===== src/rtl/instruction_cache.sv =====
// Direct-mapped, read-only instruction cache between the CPU fetch port and
// instruction memory; a miss stalls the CPU and refills one block.
module instruction_cache #(
   parameter int unsigned LINES       = 8,
   parameter int unsigned BLOCK_WORDS = 4,
   parameter int unsigned ADDR_BITS   = 10
) (
   input  logic                                     CLK,
   input  logic                                     RESET,
   input  logic [31:0]                              PC,
   output logic [31:0]                              INSTRUCTION,
   output logic                                     BUSYWAIT,
   output logic                                     MEM_READ,
   output logic [ADDR_BITS-$clog2(BLOCK_WORDS)-3:0] MEM_ADDRESS,
   input  logic [32*BLOCK_WORDS-1:0]                MEM_READDATA,
   input  logic                                     MEM_BUSYWAIT
);

   localparam int unsigned WORD_W = $clog2(BLOCK_WORDS);
   localparam int unsigned OFF_W  = WORD_W + 2;
   localparam int unsigned IDX_W  = $clog2(LINES);
   localparam int unsigned TAG_W  = ADDR_BITS - OFF_W - IDX_W;

   typedef logic [BLOCK_WORDS-1:0][31:0] block_t;
   typedef enum logic [1:0] {S_IDLE, S_MEM_READ, S_UPDATE} state_t;

   state_t            state_q, state_d;
   logic [LINES-1:0]  valid_q, valid_d;
   logic [TAG_W-1:0]  tag_q  [LINES];
   logic [TAG_W-1:0]  tag_d  [LINES];
   block_t            data_q [LINES];
   block_t            data_d [LINES];
   logic [IDX_W-1:0]  miss_idx_q, miss_idx_d;
   logic [TAG_W-1:0]  miss_tag_q, miss_tag_d;
   block_t            refill_q, refill_d;

   logic [WORD_W-1:0] pc_word;
   logic [IDX_W-1:0]  pc_idx;
   logic [TAG_W-1:0]  pc_tag;
   logic              hit;
   logic              pc_unused;

   // Address split; bits above ADDR_BITS alias onto the low address space.
   assign pc_word   = PC[OFF_W-1:2];
   assign pc_idx    = PC[OFF_W+IDX_W-1:OFF_W];
   assign pc_tag    = PC[ADDR_BITS-1:OFF_W+IDX_W];
   assign pc_unused = ^{PC[31:ADDR_BITS], PC[1:0]};

   assign hit         = valid_q[pc_idx] && (tag_q[pc_idx] == pc_tag);
   assign INSTRUCTION = data_q[pc_idx][pc_word];
   assign MEM_ADDRESS = {miss_tag_q, miss_idx_q};

   // Next-state, refill bookkeeping and stall/request outputs.
   always_comb begin
      state_d    = state_q;
      valid_d    = valid_q;
      tag_d      = tag_q;
      data_d     = data_q;
      miss_idx_d = miss_idx_q;
      miss_tag_d = miss_tag_q;
      refill_d   = refill_q;
      BUSYWAIT   = 1'b0;
      MEM_READ   = 1'b0;

      unique case (state_q)
         S_IDLE: begin
            if (!hit) begin
               BUSYWAIT   = 1'b1;
               miss_idx_d = pc_idx;
               miss_tag_d = pc_tag;
               state_d    = S_MEM_READ;
            end
         end
         S_MEM_READ: begin
            BUSYWAIT = 1'b1;
            MEM_READ = 1'b1;
            if (!MEM_BUSYWAIT) begin
               refill_d = MEM_READDATA;
               state_d  = S_UPDATE;
            end
         end
         S_UPDATE: begin
            BUSYWAIT            = 1'b1;
            valid_d[miss_idx_q] = 1'b1;
            tag_d[miss_idx_q]   = miss_tag_q;
            data_d[miss_idx_q]  = refill_q;
            state_d             = S_IDLE;
         end
         default: state_d = S_IDLE;
      endcase

      if (RESET) BUSYWAIT = 1'b0;
   end

   always_ff @(posedge CLK) begin
      if (RESET) begin
         state_q    <= S_IDLE;
         valid_q    <= '0;
         tag_q      <= '{default: '0};
         data_q     <= '{default: '0};
         miss_idx_q <= '0;
         miss_tag_q <= '0;
         refill_q   <= '0;
      end else begin
         state_q    <= state_d;
         valid_q    <= valid_d;
         tag_q      <= tag_d;
         data_q     <= data_d;
         miss_idx_q <= miss_idx_d;
         miss_tag_q <= miss_tag_d;
         refill_q   <= refill_d;
      end
   end

endmodule


===== config.mk =====
export PLATFORM = sky130hd
export DESIGN_NAME = instruction_cache
export DESIGN_NICKNAME = d
export VERILOG_FILES = /design/src/rtl/instruction_cache.sv
export SDC_FILE = /design/constraint.sdc
export NUM_CORES = 2
export LEC_CHECK = 0
export CORE_AREA = 5 5 337 339
export DETAILED_ROUTE_END_ITERATION = 8
export DIE_AREA = 0 0 342 344
export GPL_TIMING_DRIVEN = 0
export HOLD_SLACK_MARGIN = 0.08
export PLACE_DENSITY = 0.68
export SLEW_MARGIN = 0
export SYNTH_ARGS = -nofsm -noshare
export SYNTH_HDL_FRONTEND = slang
export SYNTH_SLANG_ARGS = --single-unit

===== constraint.sdc =====
create_clock -name CLK -period 6.9 [get_ports CLK]
set_input_delay 0.69 -clock CLK [delete_from_list [all_inputs] [get_ports CLK]]
set_output_delay 0.69 -clock CLK [all_outputs]
set_load 0.01 [all_outputs]

==> flow_results.org <==
** Run status
- Outcome :: finished with violations
- The checks that failed: max-capacitance violations, max-slew violations.

** Power
- For this design the static power due to leakage is 17.8 nW.
- Power spread over the standard cell area amounts to 255 mW/mm2.
- The worst-case IR drop observed on VDD is 0.000201 V.

** Global routing
- Global-route track usage on met2 :: 43.4%
- Global routing used 40.2% of the available met1 tracks.
- Met3 demand-to-capacity share in global routing :: 11.2%
- Global-route wire length before repair :: 267 mm
- The total overflow left after global routing is 0.
- Initial antenna violation count :: 12
- The via count of the first global-routing pass is 41100.
- For this run, the total global-route usage over all layers was measured as 30.3%.
- Entering global routing, the biggest net connects 15 pins.
- met2 is the most crowded layer.

** Synth
- Summing the areas of all xor and xnor instances in the mapped netlist gives 0.0534% of the synthesized area.
- For this run, the number of Yosys warnings is 0.
- The number of nets handed over by synthesis was 5937.
- Dominant combinational cell family by area after synthesis :: simple AND/OR/NAND/NOR gates
- After synthesis, the netlist uses 25 different library cells.
- Synthesized-area fraction occupied by ao, oa, aoi and oai cells :: 12.1%
- After synthesis the cells add up to 0.0492 mm2.
- Cell count after synthesis :: 5769
- Of the synthesized area, sequential elements account for 48.5%.
- The portion of synthesized area spent on multiplexers is 16.0%.
- Mean instance size in the synthesized netlist :: 8.53 um2
- Arithmetic-cell share of the synthesized area counting full adders, half adders and majority gates :: 0.127%
- Simple-gate share of the synthesized area :: 18.4%
- Flop and latch count out of synthesis :: 1192

** Layout
- The filler cells instantiated in the layout total 10100.
- In the final design database the tool counted 6228 nets.
- Area growth from synthesis to layout :: 15.3%
- Ratio of cells with drive above 1 in the final layout :: 9.61%

** Drt
- The detailed router finished its first iteration with 5933 violations.
- Wirelength per Cell :: 24.2 um
- After detailed routing, the number of remaining DRC violations is 0.
- The first detailed-routing pass took 6 iterations.
- Routed vias :: 44000
- In the routed layout, each cell is associated on average with a via count of 5.75.
- The count of nets left with antenna violations once routing finished came out at 0.
- Wires add up to 185 mm.

** Floorplan
- Die Outline Area :: 0.118 mm2
- The die is 342 um wide.
- 203 I/O pins were placed.
- Core footprint :: 0.110 mm2
- Once the floorplan was initialized, standard cells occupied 44.7% of the core.
- Row generation in the floorplan step produced 122 rows.
- Measured along the y axis, the die boundary spans 344 um.

** STA
- Setup violation total in the final timing report :: 0
- Worst-margin pin slew :: 1.63 ns
- For this run, the top clock speed supported by timing is 169 MHz.
- Setup repair after global routing left no endpoint under its margin.
- Worst hold margin :: 0.452 ns
- The worst pin sits at a relative slew slack of -8.73%.
- Sum of negative setup slack :: 0 ns
- For the final database, setup skew stands at 0.0217 ns.
- The final count of hold timing violations came to 0.
- The final critical path takes up 85.6% of the cycle.
- Slew Viols, Final :: 61
- The worst path in the final design needs a cycle of 5.90 ns, including I/O delays and setup.

** Flow run
- Max-cap violations :: 6

** Worst setup path
- Crit path largest cell delay :: 1.09 ns
- Arrival time of data at the critical path endpoint :: 5.21 ns
- STA classifies the critical path endpoint as a primary output.
- Of all nets on the critical path, the largest fanout is 10.
- Cell type of the slowest stage on the worst timing path :: clkbuf_1
- Required time at the endpoint of the critical path :: 6.21 ns
- By startpoint and endpoint, the worst setup path is classified as in -> out.
- Crit path launch type :: primary input
- The critical path goes through buf_2 > clkbuf_1 > clkbuf_1 > mux4_2 > mux4_2 > mux2_2 > clkdlybuf4s50_1.
- Logic depth of the worst register-to-register path :: 10

** Clock network
- Clock tree synthesis selected as its root buffer the cell clkbuf_16.
- CTS tree :: yes
- The clock drives 1192 sinks.
- H-tree depth :: 3
- Setup repair bufs after CTS :: 0
- Maximum buffer depth of the clock tree :: 3
- Post-cts gate resize count :: 0
- At the later pin of the worst-skew pair, clock insertion delay measures 0.70 ns.
- The number of clock buffers added by TritonCTS is 116.
- Clk slew on worst S/H paths :: 0.06 ns
- In this run, post-CTS hold repair placed 0 buffers.

** Placed design
- Summed over all nets, the half-perimeter wirelength after detailed placement is 133 mm.
- # port buffers :: 172
- Gp weighted congestion :: 1.08

** Worst hold path
- The worst hold path passes through 2 cells.
- The min-delay analysis places its worst path in the category reg -> reg.
==> layer usage <==
metal | up-vias | part of all wire (%)
met1 | 21300 | 39
met4 | 10 | 6.1
li1 | 19700 | -
met3 | 450 | 14
met5 | - | 0.095
met2 | 2508 | 41
==> critical path: cells and delay by family <==
| kind | cells | cell delay [ns] |
|---|---|---|
| multiplexers | 3 | 1.49 |
| buffers and inverters | 4 | 2.99 |
==> worst paths after layout <==
check	endpoint	start	slack [ns]
setup / recovery	INSTRUCTION[15]	PC[5]	1.0
hold / removal	data_q[722]	data_q[722]	0.45
setup reg to reg	data_q[930]	state_q[0]	2.40
hold reg to reg	data_q[722]	data_q[722]	0.45
==> final cells by class <==
type | instances | area [um2] | share of cell area [%]
antenna | 8 | 20.0 | 0.0353
timing repair buffer | 173 | 1740 | 3.06
inverter | 6 | 22.5 | 0.0397
sequential | 1192 | 23900 | 42.1
multi-input combinational | 3971 | 23000 | 40.5
buffer | 600 | 2360 | 4.16
clock inverter | 36 | 375 | 0.662
clock buffer | 173 | 3520 | 6.20
tap | 1488 | 1860 | 3.28
==> kinds of logic after synthesis <==
family,after synthesis
DFF,1192
and+or+nand+nor,2406
muxes,376
AOI/OAI and AO/OA,1181
xor gates and xnor gates,3
adders and majority gates,5
buffers and inverters,606
==> layout by cell type, fill, tap and decap left out, types with 4 or more instances in the layout <==
master	count
nand2_1	2360
dfxtp_1	1192
a21oi_1	1177
clkbuf_1	555
mux4_2	325
clkdlybuf4s50_1	172
clkbuf_16	117
clkbuf_8	38
mux2_2	33
nor2_1	31
buf_1	23
clkinv_2	23
buf_2	20
mux2i_1	18
buf_4	10
diode_2	8
bufinv_16	7
inv_1	6
clkbuf_2	6
ha_1	5
nand3_1	4
==> synth_stat cells <==
| cell type | count | area (um2) |
|---|---|---|
| mux2i_1 | 18 | 180 |
| dfxtp_1 | 1192 | 23900 |
| ha_1 | 5 | 62.6 |
| nand2_1 | 2360 | 8860 |
| buf_1 | 23 | 86.3 |
| nand4_1 | 1 | 6.26 |
| mux2_2 | 33 | 372 |
| nand3_1 | 4 | 20.0 |
| nor2_1 | 31 | 116 |
| a21oi_1 | 1177 | 5890 |
| nand2b_1 | 3 | 18.8 |
| nor3_1 | 3 | 15.0 |
| clkbuf_1 | 543 | 2040 |
| a211oi_1 | 2 | 15.0 |
| nand4b_1 | 1 | 8.76 |
| buf_2 | 20 | 100 |
| a41o_1 | 1 | 10.0 |
| xor2_1 | 3 | 26.3 |
| buf_6 | 3 | 33.8 |
| nor2b_1 | 3 | 18.8 |
| buf_12 | 1 | 20.0 |
| a41oi_4 | 1 | 27.5 |
| inv_1 | 6 | 22.5 |
| mux4_2 | 325 | 7320 |
| buf_4 | 10 | 75.1 |
==> sequential cells by signal, summed over array words and instances, names as in the netlist <==
name and count:
miss_tag_q 3, miss_idx_q 3, data_q 1024, tag_q 24, refill_q 128, valid_q 8
state_q 2
==> power by group <==
part           internal, mW  switching [mW]
combinational         0.276           0.691
clock                  3.76            2.79
sequential             6.94          0.0193
==> through the flow <==
stage | setup WS (ns) | util (%) | total power [mW] | instances | instance area [um2]
5_1_grt | 1.26 | 51.5 | 14.8 | 7639 | 56700
6_report | 0.995 | 51.5 | 14.5 | 7647 | 56700
2_1_floorplan | 3.47 | - | 7.63 | 5769 | 49200
3_3_place_gp | 1.26 | 48.0 | 8.04 | 7429 | 52800
3_5_place_dp | 1.25 | 48.0 | 8.05 | 7430 | 52800
4_1_cts | 1.24 | 51.5 | 14.4 | 7639 | 56700
Note: power is estimated with default switching activity, not from simulation.
